--- config.mk ---
export PLATFORM = sky130hd
export DESIGN_NAME = tile_assemble_3x3x4x4_8x10
export DESIGN_NICKNAME = d
export VERILOG_FILES = /design/src/rtl/tile_assemble_3x3x4x4_8x10.sv
export SDC_FILE = /design/constraint.sdc
export NUM_CORES = 2
export LEC_CHECK = 0
export CAP_MARGIN = 20
export CORE_MARGIN = 2
export CORE_UTILIZATION = 44
export DETAILED_ROUTE_END_ITERATION = 10
export MAX_ROUTING_LAYER = met4
export PLACE_DENSITY = 0.63
export REMOVE_ABC_BUFFERS = 1
export SYNTH_ARGS = -nofsm -noshare
export SYNTH_HDL_FRONTEND = slang
export SYNTH_MEMORY_MAX_BITS = 65536
export SYNTH_SLANG_ARGS = --single-unit
--- constraint.sdc ---
create_clock -name clk -period 35.4 [get_ports clk]
set_input_delay 5.31 -clock clk [delete_from_list [all_inputs] [get_ports clk]]
set_output_delay 5.31 -clock clk [all_outputs]
set_load 0.02 [all_outputs]
--- src/rtl/tile_assemble_3x3x4x4_8x10.sv ---
// tile_assemble_3x3x4x4_8x10
//   Collects nine 4x4 Winograd output tiles (3x3 grid, raster order) into an
//   8x10 pixel image. Elements that fall outside the image are dropped:
//   tile row 2 entirely, and columns 2..3 of tile column 2. The image is then
//   streamed out one pixel per handshake in row-major order.
//
// Ports
//   clk         clock, rising edge
//   rst         synchronous active-high reset
//   tile_in     one 4x4 tile, 32-bit elements, row-major [i][j]
//   tile_valid  tile_in holds a tile
//   tile_ready  block accepts a tile (high while collecting)
//   pix_data    assembled pixel value
//   pix_valid   pixel outputs valid (high while draining)
//   pix_ready   downstream accepts the pixel
//   pix_row     row 0..7 of the presented pixel
//   pix_col     column 0..9 of the presented pixel
//   pix_last    high on pixel (7,9) only
//   frame_count completed-frame counter, 16 bits, wraps
//               (present only when TILE_ASSEMBLE_FRAME_CNT_EN is defined)
//
// Build option: define TILE_ASSEMBLE_FRAME_CNT_EN to add frame_count.

module tile_assemble_3x3x4x4_8x10 (
  input  logic                   clk,
  input  logic                   rst,
  input  logic [0:3][0:3][31:0]  tile_in,
  input  logic                   tile_valid,
  output logic                   tile_ready,
  output logic [31:0]            pix_data,
  output logic                   pix_valid,
  input  logic                   pix_ready,
  output logic [3:0]             pix_row,
  output logic [3:0]             pix_col,
  output logic                   pix_last
`ifdef TILE_ASSEMBLE_FRAME_CNT_EN
  ,
  output logic [15:0]            frame_count
`endif
);

  localparam logic COLLECT = 1'b0;
  localparam logic DRAIN   = 1'b1;

  logic        state;
  logic [3:0]  tile_cnt;
  logic [1:0]  tile_r;
  logic [1:0]  tile_c;
  logic        tile_hs;
  logic        pix_hs;

  // Pixel store addressed by {row[2:0], col[3:0]}; only 80 of 128 entries used.
  logic [31:0] pix_mem [0:127];

  always_comb begin
    tile_r = '0;
    tile_c = '0;
    case (tile_cnt)
      4'd0:    begin tile_r = 2'd0; tile_c = 2'd0; end
      4'd1:    begin tile_r = 2'd0; tile_c = 2'd1; end
      4'd2:    begin tile_r = 2'd0; tile_c = 2'd2; end
      4'd3:    begin tile_r = 2'd1; tile_c = 2'd0; end
      4'd4:    begin tile_r = 2'd1; tile_c = 2'd1; end
      4'd5:    begin tile_r = 2'd1; tile_c = 2'd2; end
      4'd6:    begin tile_r = 2'd2; tile_c = 2'd0; end
      4'd7:    begin tile_r = 2'd2; tile_c = 2'd1; end
      default: begin tile_r = 2'd2; tile_c = 2'd2; end
    endcase
  end

  always_comb begin
    tile_ready = (state == COLLECT);
    pix_valid  = (state == DRAIN);
    pix_last   = pix_valid && (pix_row == 4'd7) && (pix_col == 4'd9);
    pix_data   = pix_mem[{pix_row[2:0], pix_col}];
    tile_hs    = tile_valid && tile_ready;
    pix_hs     = pix_valid && pix_ready;
  end

  // Tile row 2 maps entirely below the image, so only tile_r[0] reaches the
  // address; tile_r[1] just suppresses the write.
  always_ff @(posedge clk) begin
    if (!rst && tile_hs) begin
      for (int unsigned i = 0; i < 4; i++) begin
        for (int unsigned j = 0; j < 4; j++) begin
          if (!tile_r[1] && ({tile_c, 2'(j)} < 4'd10)) begin
            pix_mem[{tile_r[0], 2'(i), tile_c, 2'(j)}] <= tile_in[2'(i)][2'(j)];
          end
        end
      end
    end
  end

  always_ff @(posedge clk) begin
    if (rst) begin
      state    <= COLLECT;
      tile_cnt <= '0;
      pix_row  <= '0;
      pix_col  <= '0;
`ifdef TILE_ASSEMBLE_FRAME_CNT_EN
      frame_count <= '0;
`endif
    end else begin
      case (state)
        COLLECT: begin
          if (tile_hs) begin
            if (tile_cnt == 4'd8) begin
              state <= DRAIN;
            end else begin
              tile_cnt <= tile_cnt + 4'd1;
            end
          end
        end
        default: begin
          if (pix_hs) begin
            if (pix_last) begin
              state    <= COLLECT;
              tile_cnt <= '0;
              pix_row  <= '0;
              pix_col  <= '0;
`ifdef TILE_ASSEMBLE_FRAME_CNT_EN
              frame_count <= frame_count + 16'd1;
`endif
            end else if (pix_col == 4'd9) begin
              pix_col <= '0;
              pix_row <= pix_row + 4'd1;
            end else begin
              pix_col <= pix_col + 4'd1;
            end
          end
        end
      endcase
    end
  end

endmodule
== After elaboration in Yosys (flattened, before gate mapping) ==
Memories as Yosys holds them, arrays and structs flattened. A register that Yosys moved wholly into a read port is not among the register bits.
Index checks and enable logic that the tools add are counted.
Storage, ports and cells
  ROM bits: 32
  memories kept: 2
  bits in registers: 13
  output and inout bits: 43
  memory bits (writable): 4096
  bits of input ports: 516
Cells by class
  muxes and demuxes: 29
  equal/unequal tests: 6
  $lt $le $gt $ge: 4
  reductions and logical operators: 16
  add/subtract/negate cells: 3
  bitwise operators: 1
Memory list
  pix_mem: words 128, width 32, read ports 1, clocked after memory_dff 0, write ports 16, RTL line 53  | logic [31:0] pix_mem [0:127];
  (name not given): words 8, width 4, read ports 1, clocked after memory_dff 1, write ports 0, RTL line 58  | case (tile_cnt)
Operators with widths (count)
  4-bit 2-to-1 mux: 10
  1-bit 2-to-1 mux: 17
  4-bit less-than comparator (second input constant): 4
  4-bit by 1-bit adder with 4-bit output (second input constant): 3
  1-bit logical AND: 9
  4-bit equality test (second input constant): 2
  3-bit 2-to-1 mux: 2
  4-bit by 3-bit equality test with 1-bit output (second input constant): 1
  2-bit inequality test (second input constant): 2
  4-bit AND reduction: 1
  2-bit nonzero test: 2
  3-bit AND reduction: 1
  1-bit zero test: 2
  2-bit by 1-bit inequality test with 1-bit output (second input constant): 1
  2-bit AND reduction: 1
  1-bit inverter: 1

== Longest topological paths before layout ==
  depth after elaboration: 8
  mapped depth: 13

== Worst setup path after synthesis ==
OpenSTA, ideal clock, no wires.
  path kind: input-to-reg
  from: input tile_valid
  to: memory pix_mem[0][0], enable pin
  data required time: 34.161 ns
  stages: 4
  slack: 9.789 ns
  data arrival time: 24.372 ns
  path through: nand2b_1 nor4_1 nor2b_1 nor3b_1
RTL lines
  start: declaration: RTL line 28  | input logic tile_valid,
  end: declaration: RTL line 53

== Worst setup path after layout ==
  from: register pix_col[0]
  to: output pix_data[5]
Between the ends
  longest elaborated chain between the ends: 1
RTL lines
  start: declaration: RTL line 34  | output logic [3:0] pix_col,
  start signal: assignment: RTL line 128  | pix_col <= pix_col + 4'd1;
  memory read 128 x 32 bit
  end: declaration: RTL line 30  | output logic [31:0] pix_data,
No other way between the ends.

==> qor.csv <==
metric,value,unit
crit-path most repeated cell,buf_4,
share of layout cells above drive strength 1,16.7,%
sum of negative setup slack,0,ns
"Setup Fix Bufs, Post-CTS",0,
WP buf/inv,5,
RSZ-0062 raised after global routing,false,
total number of vias,80500,
clock share of power,42.3,%
Int Pwr,8220,uW
CTS Buffer Depth,4,
"Slowest-stage cell, CP",buf_4,
Clock Latency Late Sink,0.99,ns
vias in the first global route,82600,
largest net degree at the start of global routing,140,
max-slew violations,0,
Layout Cells excl Fill,14600,
Area contributors post-synth,"edfxtp_1 78%, mux4_2 11%, mux2i_1 3.6%, nand2_1 0.57%, o221ai_1 0.56%",
Rows,219,
Worst Hold Class,reg -> reg,
grt total ovfl,0,
Post-Route WL,434,mm
Synth Instances,7106,
Setup Skew,0.0565,ns
Final Hold Fails,0,
Inserted Clock Buffers,422,
Post-Route Utilization,52.7,%
Sink Count,4113,
post-cts resize count,0,
Reg power frac,54.6,%
synth unique cells,77,
"Setup violations, final",0,
fin crit share,36.3,%
CP max FO,47,
status,completed,
pwr dens,55.1,nW/um2
FMAX,0.0779,GHz
Combinational Power Share,3.1,%
VDD IR max,0.0000490,V
area grow syn2layout,19.1,%
Final nets,9889,
WP data arrival,7.53,ns
post-synthesis cell area,158000,um2
drc violations,0,
synth cell count leaders,"4096 x edfxtp_1, 798 x mux4_2, 568 x mux2i_1, 241 x nand2_1, 147 x a21oi_1",
"EDFF count, synth",4096,
# H-tree levels,5,
post-synth top area share,78.0,%
Initial DRT Pass Iterations,5,
slew of the pin with the lowest slew margin,1.30,ns
critical path's largest stage delay,0.85,ns
switching share of total power,20.6,%
Post-CTS Hold Buffers,0,
CTS tree,built,
CP required,30.09,ns
post-route ant nets,0,
I/O pin count,559,
PortBufs,558,
Startpoint Class,flip-flop,
final RePlAce weighted congestion,0.803,
Post-synth top flop,edfxtp_1,
Fillers,28100,
die area,363000,um2
initial antenna violation count,187,
initial cell density of the core,44.3,%
core area,356000,um2
critical path's top delay family,buffers and inverters,
register bit total from synthesis,4113,
dominant cell by count in the synthesized netlist,edfxtp_1,
Via density,5.52,
Net Switching,2130,uW
detailed-placement wirelength estimate,254,mm
Avg Inst Size Synth,22.2,um2
"Seq/Total Area, Yosys",78.2,%
max-cap violations,0,
Yosys Warn Count,0,
Horiz. Die Dim,603,um
min cycle time layout,12.84,ns
R2R Setup Slk,30.72,ns
Post-synth ARST share,0,%
DR WL/cell,29.7,um
static leakage,0.0613,uW
root buf cell,clkbuf_16,
placed insts,13700,
slew margin rel.,13.6,%
Setup Crit Path Kind,reg -> out,
initial DRC count,8729,
all-layer global routing usage,24.4,%
crit end category,output pin,
first-pass GRT wire length,610,mm
largest area contributor in the netlist,edfxtp_1,
crit path cell chain,buf_4 > buf_4 > buf_4 > buf_4 > mux4_2 > a22o_1 > a211oi_1 > a21oi_1 > a221oi_1 > a21oi_1 > clkdlybuf4s50_1,
"Clk pin slew, worst setup/hold paths",0.06,ns
Die H,603,um
==> final timing paths <==
check	from	end	cells past startpoint
worst max-delay path	pix_col[0]	pix_data[5]	11
worst min-delay path	tile_cnt[3]	tile_cnt[3]	2
worst max register to register	pix_valid	pix_mem[68][30]	7
worst min register to register	tile_cnt[3]	tile_cnt[3]	2
==> area by class of cell <==
type,instances,area (um2),area share [%]
timing repair buffer,712,7000,3.73
inverter,11,61.3,0.0326
clock buffer,507,10900,5.82
sequential,4113,123000,65.7
clock inverter,264,2730,1.45
antenna,120,300,0.160
multi-input combinational,4108,37500,20.0
tap,4751,5940,3.16
==> stage by stage <==
| step | total power [uW] | hold WS, ns | worst slack, ns | area (um2) |
|---|---|---|---|---|
| global route | 10700 | 0.565 | 22.13 | 188000 |
| floorplan | 5910 | 0.466 | -21.81 | 161000 |
| detailed placement | 6070 | 0.492 | 23.39 | 174000 |
| CTS | 10400 | 0.500 | 22.32 | 188000 |
| finish | 10300 | 0.506 | 22.56 | 188000 |
| global placement | 6050 | 0.483 | 23.47 | 174000 |
==> sequential cells by signal (all words and copies together) (netlist names), named ones only <==
name / flops
pix_mem: 4096
pix_col: 4
tile_cnt: 4
pix_row: 4
pix_valid: 1
==> tightest hold or removal path, stage by stage (launching register included) <==
cell	delay, ns
dfxtp_1	0.33
o21ai_0	0.08
a21oi_1	0.06
==> placed cells by master (no fill, tap or decap), types with 40 or more instances in the layout <==
cell and instances:
diode_2 120, a21oi_1 147, clkbuf_1 82, buf_4 133, clkinv_2 80, a221oi_1 55
nand2_1 239, clkdlybuf4s50_1 558, mux4_2 798, bufinv_16 40, edfxtp_1 4096, a22oi_1 76
mux2i_1 568, clkinv_1 94, clkbuf_16 425, o21ai_0 69, o221ai_1 100, o22ai_1 90
conb_1 1536, a211oi_1 42
==> metal layers <==
metal	wire length, um	share of wire (%)	track usage [%]	vias to the layer above
met2	220000	51	40.4	3280
met1	169000	39	31.3	43000
met4	12700	2.9	7.08	0
li1	-	-	-	33400
met5	0	0	-	-
met3	32000	7.4	4.14	746
==> power groups by stage <==
stage | clock (uW) | sequential, uW | combinational (uW)
after floorplan | 0 | 5780 | 123
after global placement | 0 | 5740 | 307
after detailed placement | 0 | 5760 | 314
after CTS | 4460 | 5650 | 314
after global routing | 4660 | 5670 | 344
final | 4380 | 5650 | 317
==> logic make-up after synthesis <==
group           count (synthesis)  synth area share [%]
simple gates                  407                  1.13
flops                        4113                  78.2
xor+xnor                       10                0.0555
other cells                     1               0.00238
buf+inv                       420                  1.75
compound gates                744                  3.36
fa+ha+maj                       5                0.0397
mux                          1406                  15.4
(Power assumes the default switching activity.)
